--- src/rtl/gate_sip_auth_scheduler.sv ---
// Round-robin PUF challenge/response scheduler for the dies of a GATE-SiP stack.
// Define GATE_SIP_AUTH_FUZZY_EN to accept responses within HD_THRESH bits of the golden value.
//
// state   | meaning
// IDLE    | arbitrate die requests, latch the winner's challenge
// ISSUE   | pulse puf_start, arm the response timer
// WAIT    | wait for puf_valid or timer expiry
// CHECK   | compare, pulse auth_done, update per-die status
module gate_sip_auth_scheduler #(
`ifdef GATE_SIP_AUTH_FUZZY_EN
   parameter int HD_THRESH = 2,
`endif
   parameter int NUM_DIES = 3,
   parameter int CHAL_W   = 16,
   parameter int ACT_W    = 4,
   parameter int RESP_W   = 16,
   parameter int TIMEOUT  = 64,
   parameter int MAX_FAIL = 3,
   localparam int DIE_W   = (NUM_DIES > 1) ? $clog2(NUM_DIES) : 1
) (
   input  logic                       TCK,
   input  logic                       TRST,
   input  logic [NUM_DIES-1:0]        auth_req,
   input  logic [NUM_DIES*CHAL_W-1:0] auth_challenge,
   input  logic [NUM_DIES*ACT_W-1:0]  auth_activation,
   input  logic [NUM_DIES*RESP_W-1:0] auth_expected,
   input  logic [NUM_DIES-1:0]        clear_lock,
   output logic [NUM_DIES-1:0]        auth_grant,
   output logic [NUM_DIES-1:0]        auth_done,
   output logic [NUM_DIES-1:0]        auth_pass,
   output logic [NUM_DIES-1:0]        auth_locked,
   output logic [NUM_DIES-1:0]        tamper_detected,
   output logic                       puf_start,
   output logic [DIE_W-1:0]           puf_die_sel,
   output logic [CHAL_W-1:0]          puf_challenge,
   output logic [ACT_W-1:0]           puf_activation,
   input  logic                       puf_valid,
   input  logic [RESP_W-1:0]          puf_response,
   output logic                       busy
);

   localparam int TMR_W = (TIMEOUT > 1) ? $clog2(TIMEOUT) : 1;
   localparam int CNT_W = $clog2(MAX_FAIL + 1);

   typedef enum logic [1:0] {S_IDLE, S_ISSUE, S_WAIT, S_CHECK} state_t;

   state_t              state_q, state_d;
   logic [DIE_W-1:0]    ptr_q, die_q, win, idx;
   logic                found;
   logic [ACT_W-1:0]    win_act;
   logic [NUM_DIES-1:0] eligible;
   logic [CHAL_W-1:0]   chal_q;
   logic [ACT_W-1:0]    act_q;
   logic [RESP_W-1:0]   exp_q, resp_q;
   logic                fail_q, match, result;
   logic [TMR_W-1:0]    tmr_q;
   logic [NUM_DIES-1:0] pass_q, lock_q, tamp_q;
   logic [CNT_W-1:0]    cnt_q [NUM_DIES];

   assign eligible = auth_req & ~lock_q;

   // First eligible die strictly after the pointer, wrapping around.
   always_comb begin
      found = 1'b0;
      win   = '0;
      idx   = '0;
      for (int i = 1; i <= NUM_DIES; i++) begin
         idx = DIE_W'((int'(ptr_q) + i) % NUM_DIES);
         if (!found && eligible[idx]) begin
            found = 1'b1;
            win   = idx;
         end
      end
      win_act = auth_activation[int'(win)*ACT_W +: ACT_W];
   end

`ifdef GATE_SIP_AUTH_FUZZY_EN
   function automatic int popcnt(input logic [RESP_W-1:0] v);
      int n;
      n = 0;
      for (int b = 0; b < RESP_W; b++) n += int'(v[b]);
      return n;
   endfunction
   assign match = (popcnt(resp_q ^ exp_q) <= HD_THRESH);
`else
   assign match = (resp_q == exp_q);
`endif

   // fail_q carries timeouts and invalid activations, where resp_q is stale.
   assign result = ~fail_q & match;

   always_comb begin
      state_d    = state_q;
      auth_grant = '0;
      auth_done  = '0;
      puf_start  = 1'b0;
      case (state_q)
         S_IDLE: begin
            if (found) begin
               auth_grant[win] = 1'b1;
               state_d         = (win_act == '0) ? S_CHECK : S_ISSUE;
            end
         end
         S_ISSUE: begin
            puf_start = 1'b1;
            state_d   = S_WAIT;
         end
         S_WAIT: begin
            if (puf_valid || tmr_q == '0) state_d = S_CHECK;
         end
         S_CHECK: begin
            auth_done[die_q] = 1'b1;
            state_d          = S_IDLE;
         end
         default: state_d = S_IDLE;
      endcase
   end

   always_ff @(posedge TCK or posedge TRST) begin
      if (TRST) begin
         state_q <= S_IDLE;
         ptr_q   <= DIE_W'(NUM_DIES - 1);
         die_q   <= '0;
         chal_q  <= '0;
         act_q   <= '0;
         exp_q   <= '0;
         resp_q  <= '0;
         fail_q  <= 1'b0;
         tmr_q   <= '0;
         pass_q  <= '0;
         lock_q  <= '0;
         tamp_q  <= '0;
         for (int d = 0; d < NUM_DIES; d++) cnt_q[d] <= '0;
      end else begin
         state_q <= state_d;
         case (state_q)
            S_IDLE: begin
               if (found) begin
                  ptr_q  <= win;
                  die_q  <= win;
                  chal_q <= auth_challenge[int'(win)*CHAL_W +: CHAL_W];
                  act_q  <= win_act;
                  exp_q  <= auth_expected[int'(win)*RESP_W +: RESP_W];
                  fail_q <= (win_act == '0);
               end
            end
            S_ISSUE: tmr_q <= TMR_W'(TIMEOUT - 1);
            S_WAIT: begin
               if (puf_valid)          resp_q <= puf_response;
               else if (tmr_q == '0)   fail_q <= 1'b1;
               else                    tmr_q  <= tmr_q - 1'b1;
            end
            S_CHECK: pass_q[die_q] <= result;
            default: ;
         endcase
         // A clear on the same edge as a failing update wins.
         for (int d = 0; d < NUM_DIES; d++) begin
            if (clear_lock[d]) begin
               cnt_q[d]  <= '0;
               lock_q[d] <= 1'b0;
               tamp_q[d] <= 1'b0;
            end else if (state_q == S_CHECK && die_q == DIE_W'(d)) begin
               if (result) begin
                  cnt_q[d] <= '0;
               end else if (cnt_q[d] < CNT_W'(MAX_FAIL)) begin
                  cnt_q[d] <= cnt_q[d] + 1'b1;
                  if (cnt_q[d] == CNT_W'(MAX_FAIL - 1)) begin
                     lock_q[d] <= 1'b1;
                     tamp_q[d] <= 1'b1;
                  end
               end
            end
         end
      end
   end

   assign auth_pass       = pass_q;
   assign auth_locked     = lock_q;
   assign tamper_detected = tamp_q;
   assign puf_die_sel     = die_q;
   assign puf_challenge   = chal_q;
   assign puf_activation  = act_q;
   assign busy            = (state_q != S_IDLE);

endmodule
--- config.mk ---
export PLATFORM = sky130hd
export DESIGN_NAME = gate_sip_auth_scheduler
export DESIGN_NICKNAME = d
export VERILOG_FILES = /design/src/rtl/gate_sip_auth_scheduler.sv
export SDC_FILE = /design/constraint.sdc
export NUM_CORES = 1
export LEC_CHECK = 0
export CORE_MARGIN = 4
export CORE_UTILIZATION = 40
export DETAILED_ROUTE_END_ITERATION = 8
export PLACE_DENSITY = 0.75
export SLEW_MARGIN = 20
export SYNTH_ARGS = -nofsm -noshare
export SYNTH_HDL_FRONTEND = slang
export SYNTH_SLANG_ARGS = --single-unit
export TNS_END_PERCENT = 50
--- constraint.sdc ---
create_clock -name TCK -period 6.2 [get_ports TCK]
set_clock_uncertainty 0.2 [all_clocks]
set_input_delay 0.93 -clock TCK [delete_from_list [all_inputs] [get_ports TCK]]
set_output_delay 0.93 -clock TCK [all_outputs]
set_load 0.005 [all_outputs]
Word-level counts from Yosys, hierarchy flattened
Index checks and enable logic that the tools add are counted.

word-level totals
  input port bits = 133
  word-level logic and storage cells = 159
  flip-flop bits (word level) = 77
  output and inout bits = 39

operators by class
  shifts and indexed selects = 3
  bitwise logic cells = 4
  divide/modulo/power cells = 3
  equality and inequality tests = 17
  $lt $le $gt $ge = 10
  mux-type cells = 59
  reduce and logical (&&, ||, !) cells = 40
  add/subtract/negate cells = 7

operators by type and width
  kind                                                         count
  remainder unit 32 x 3 -> 32 bit (second input constant)      3
  variable part select 48 x 7 -> 16 bit                        2
  2-to-1 mux 2 bit                                             18
  2-to-1 mux 1 bit                                             27
  nonzero test 2 bit                                           12
  equality test 16 bit                                         1
  inequality test 2 bit (second input constant)                8
  AND reduction 4 bit                                          4
  less-than comparator 2 x 3 -> 1 bit (second input constant)  5
  equality test 2 bit (second input constant)                  6
  2-to-1 mux 6 bit                                             2
  one-hot mux 6 bit (2 select lines)                           1
  AND reduction 2 bit                                          6
  variable part select 12 x 5 -> 4 bit                         1
  2-to-1 mux 3 bit                                             3
  nonzero test 3 bit                                           3
  one-hot mux 2 bit (4 select lines)                           1
  logical AND 1 bit                                            7
  adder 2 x 1 -> 2 bit (second input constant)                 3
  adder 2 x 2 -> 3 bit (second input constant)                 2
  binary-select mux 1 bit (select 2 bit)                       3
  zero test 6 bit                                              1
  less-than comparator 2 bit (second input constant)           3
  subtractor 6 x 1 -> 6 bit (second input constant)            1
  15 further kinds                                             20

Logic depth before layout (Yosys ltp)
  depth after elaboration = 17
  depth in mapped cells = 11
  depth with buffers taken out = 8

Least setup slack after synthesis
Ideal clock, no wire load.

  path type = input -> output
  start = input auth_req[2]
  end = output auth_grant[0]
  path slack = 2654 ps
  cell stages on the path = 6
  data required time = 5070 ps
  data arrival time = 2416 ps
  buffers on the path = 1
  path through = nor4bb_4 -> or3_4 -> or4_4 -> nand3_2 -> buf_2 -> nor4_1

on the way
  word-level cells in the longest chain between the ends = 16
  elaborated cells between the ends (all ways) = 24
  classes of those cells = order compare (2); mux (16); bitwise (1); reduce/logical (5)

ends and longest elaborated chain
  element                                                                                                                         line  RTL
  start: declaration                                                                                                              23    input logic [NUM_DIES-1:0] auth_req,
  AND 3 bit (*)                                                                                                                   60    assign eligible = auth_req & ~lock_q;
  binary-select mux 1 bit (select 2 bit)                                                                                          69    if (!found && eligible[idx]) begin
  2-to-1 mux 1 bit (not written as such)                                                                                          69
  2-to-1 mux 1 bit                                                                                                                69
  zero test 1 bit                                                                                                                 69
  logical AND 1 bit                                                                                                               69
  2-to-1 mux 1 bit                                                                                                                69
  zero test 1 bit                                                                                                                 69
  logical AND 1 bit                                                                                                               69
  2-to-1 mux 2 bit                                                                                                                69
  less-than comparator 2 x 3 -> 1 bit (not written as such) / greater-or-equal comparator 2 x 1 -> 1 bit (equally long branches)  100   auth_grant[win] = 1'b1;
  logical AND 1 bit (not written as such)                                                                                         100
  2-to-1 mux 1 bit (not written as such)                                                                                          100
  demux 1 bit (select 2 bit)                                                                                                      100
  2-to-1 mux 3 bit (*)                                                                                                            99    if (found) begin
  2-to-1 mux 3 bit (*)                                                                                                            97    case (state_q)
  end: declaration                                                                                                                28    output logic [NUM_DIES-1:0] auth_grant,

Mark *: on every way between the ends. The rest lies on a longest branch, timed or not. The select of a mux whose other input is x is not followed.

Worst setup path in the final report
  start = input auth_req[0]
  end = output auth_grant[0]

The elaborated chain is that of the path after synthesis.

==> metrics.md <==
| Metric | Value |
|---|---|
| Status | `finished clean` |
| Post-CTS setup buffer count | `0` |
| Synth warnings | `0` |
| Most used cell, CP | `clkdlybuf4s50_1` |
| IO Pins | `between 150 and 200` |
| Final setup fails | `0` |
| Via count | `~4,200` |
| Post-synthesis register bit count | `76` |
| Worst-path clk slew | `0.06 ns` |
| Worst path max stage delay | `~0.57 ns` |
| Worst path cell trace | `clkdlybuf4s50_1 > or3b_1 > a21oi_2 > or4_4 > nand3_2 > nor4_1 > clkdlybuf4s50_1` |
| Data required time of the critical path | `roughly 5 ns` |
| Die Ht | `between 100 and 150 microns` |
| Share of Yosys cell area claimed by the top area cell type | `about two fifths` |
| Wirelength per Cell | `between 15 and 20 microns` |
| Vias in the first global route | `between 4,000 and 5,000` |
| Share of post-route cells with drive strength above 1 | `11.5%` |
| PwrDens | `between 400 and 500 nW/um^2` |
| Initial antenna violation count | `0` |
| Gr usage total | `20.8%` |
| Clock Root Buffer | `clkbuf_16` |
| H-tree depth | `3` |
| Clock Latency Late Sink | `between 0.3 and 0.4 ns` |
| Setup TNS | `0 ns` |
| DRT Pass-1 Iters | `4` |
| Iter 0 DRT Violations | `about 270` |
| Post-CTS resize count | `0` |
| Static leakage | `~0.0029 uW` |
| Syn Area/Cell | `about 10 sq um` |
| Max Used Layer | `met4` |
| Asr flop ratio synth | `between 90% and 100%` |
| Post-Syn Area | `~4700 sq um` |
| Peak supply drop | `around 0.00033 V` |
| F_max | `between 200 and 250 MHz` |
| Final ANT Viol Nets | `0` |
| Pins Over Slew Limit | `0` |
| Longest Clk Path Bufs | `2` |
| DRT Wirelength | `roughly 14,000 microns` |
| EDFF count, synth | `0` |
| Post-Synthesis Cells | `~450` |
| RSZ-0062 raised after global routing | `no` |
| Antenna diode count | `0` |
| Cts bufs inserted | `9` |
| Top cells by area, synth | `dfrtp_1 40%, mux2i_1 7.7%, o211ai_2 5.4%, nand4_1 4.8%, nand2_1 4.6%` |
| DIE WIDTH | `approximately 120 microns` |
| Setup crit start kind | `input port` |
| First-pass GRT wire length | `~22,000 microns` |
| Die area | `13,400 sq um` |
| Netlist cell types | `55` |
| Initial Util | `around two fifths` |
| Most used DFF post-synth | `dfrtp_1` |
| Metal2 WL | `between 7000 and 8000 microns` |
| Yosys top cell by area | `dfrtp_1` |
| Clk sinks | `76` |
| CP max FO | `39` |
| GRT overflow | `0` |
| Slowest CP cell | `clkdlybuf4s50_1` |
| Met3 wire len | `between 800 and 900 microns` |
| Final min period | `just under 5 ns` |
| Syn nets | `roughly 600` |
| Worst setup margin | `approximately 1.4 ns` |
| Port Buf Inserts | `171` |
| Kind of critical path | `input port to primary output` |
| Final HPWL DP | `9940 microns` |
| Area delta synth->final | `43.8%` |
| Nets | `760` |
| CTS tree | `built` |
| DRT met1 WL | `5630 microns` |
| Via density | `around 5.5` |
| Crit path DAT | `approximately 3.7 ns` |
| Worst-Margin Slew | `0.982 ns` |
| Critical Path Sink Type | `primary output` |
| Final-report hold violation count | `0` |
| Post-synthesis sequential area ratio | `between 40% and 50%` |
| Max_cap viols | `0` |
| Fin crit share | `about 78%` |
| Core Util, Final | `between 50% and 60%` |
| GPL Wtd Cong | `0.845` |
| Cts hold-fix bufs | `0` |
| DR DRC count | `0` |
| Pre-CTS setup slack | `1.40 ns` |
| Slew HR | `~35%` |
| Core area | `11,400 sq um` |
| Largest net degree at the start of global routing | `77` |
| Hold crit path type | `register to register` |
| Number of placement rows | `39` |
==> critical path: cells and delay by family <==
family                 cells  cell delay (ns)
AO/OA/AOI/OAI              1             0.34
AND/OR/NAND/NOR            4             1.34
buffers and inverters      2             1.06
==> stage by stage <==
step	hold slack, ns	total power (uW)	area [sq um]	instances
6_report	0.282	3100	6700	758
3_5_place_dp	0.273	2590	6410	743
2_1_floorplan	0.273	2080	4660	454
4_1_cts	0.287	3120	6700	758
3_3_place_gp	0.261	2530	6410	743
5_1_grt	0.300	3320	6700	758
==> area by class of cell <==
type / count / area (sq um)
sequential: 76 / 1900
multi-input combinational: 331 / 2510
timing repair buffer: 177 / 1760
inverter: 16 / 61.3
clock inverter: 5 / 52.6
fill: 997 / 4720
tap: 143 / 179
clock buffer: 10 / 239
==> per-layer routing <==
metal  global-route usage (%)  vias up
met1                     24.8     2030
met4                     7.42        0
met5                        0        -
li1                         -     1979
met3                     4.65       19
met2                     36.8      141
==> cell families after synthesis <==
logic type	count (synthesis)	share of synthesized area (%)
adder cells (fa/ha/maj)	16	4.30
buffers and inverters	47	5.75
AND/OR/NAND/NOR	157	18.4
flip-flops	76	40.8
AO/OA/AOI/OAI	86	15.4
multiplexers	52	11.6
XOR/XNOR	20	3.76
==> final timing paths <==
check | start | endpoint | cells past startpoint | slack [ns]
setup reg to reg | ptr_q[0] | puf_challenge[12] | 8 | 2.55
setup / recovery | auth_req[0] | auth_grant[0] | 7 | 1.39
max in group asynchronous | TRST | puf_challenge[1] | 3 | 4.14
min in group asynchronous | TRST | tamper_detected[0] | 3 | 1.03
hold reg to reg | auth_pass[0] | auth_pass[0] | 2 | 0.28
hold / removal | auth_pass[0] | auth_pass[0] | 2 | 0.28
==> cell usage in the layout (no fill, tap or decap), types with 10 or more instances in the layout <==
| master | Yosys | layout |
|---|---|---|
| clkdlybuf4s50_1 | 0 | 171 |
| dfrtp_1 | 75 | 75 |
| nand2_1 | 57 | 57 |
| mux2i_1 | 36 | 36 |
| nand4_1 | 36 | 36 |
| o211ai_2 | 20 | 20 |
| o211ai_1 | 18 | 18 |
| xor2_1 | 18 | 18 |
| mux2_2 | 16 | 16 |
| nor2_1 | 16 | 16 |
| ha_1 | 16 | 16 |
| inv_1 | 16 | 15 |
| a21oi_1 | 12 | 12 |
| o21ai_0 | 10 | 10 |
==> power by group <==
part	switching, uW	total, uW	internal [uW]
sequential	130	835	706
combinational	962	1740	781
clock	201	519	318
total	1290	3100	1810
==> state kept, by name, indices dropped and copies added (netlist names) <==
| register | count |
|---|---|
| exp_q | 16 |
| cnt_q | 6 |
| puf_activation | 4 |
| state_q | 2 |
| puf_challenge | 16 |
| puf_die_sel | 1 |
| tamper_detected | 2 |
| resp_q | 16 |
| auth_pass | 3 |
| auth_locked | 1 |
| ptr_q | 2 |
| tmr_q | 6 |
| fail_q | 1 |
==> synthesized netlist by cell type (3+ instances only) <==
library cell,instances
mux2i_1,36
nor2_1,16
dfrtp_1,75
mux2_2,16
nand3b_1,7
o211ai_2,20
inv_1,16
buf_4,6
a31oi_1,6
ha_1,16
nand4_1,36
and3_1,3
buf_6,8
nor4_1,7
nand2_1,57
or3_1,3
buf_2,7
a21oi_1,12
nor3_1,4
xor2_1,18
clkbuf_1,10
o21ai_0,10
o211ai_1,18
nand3_1,7
Power figures use the tool's default switching activity.
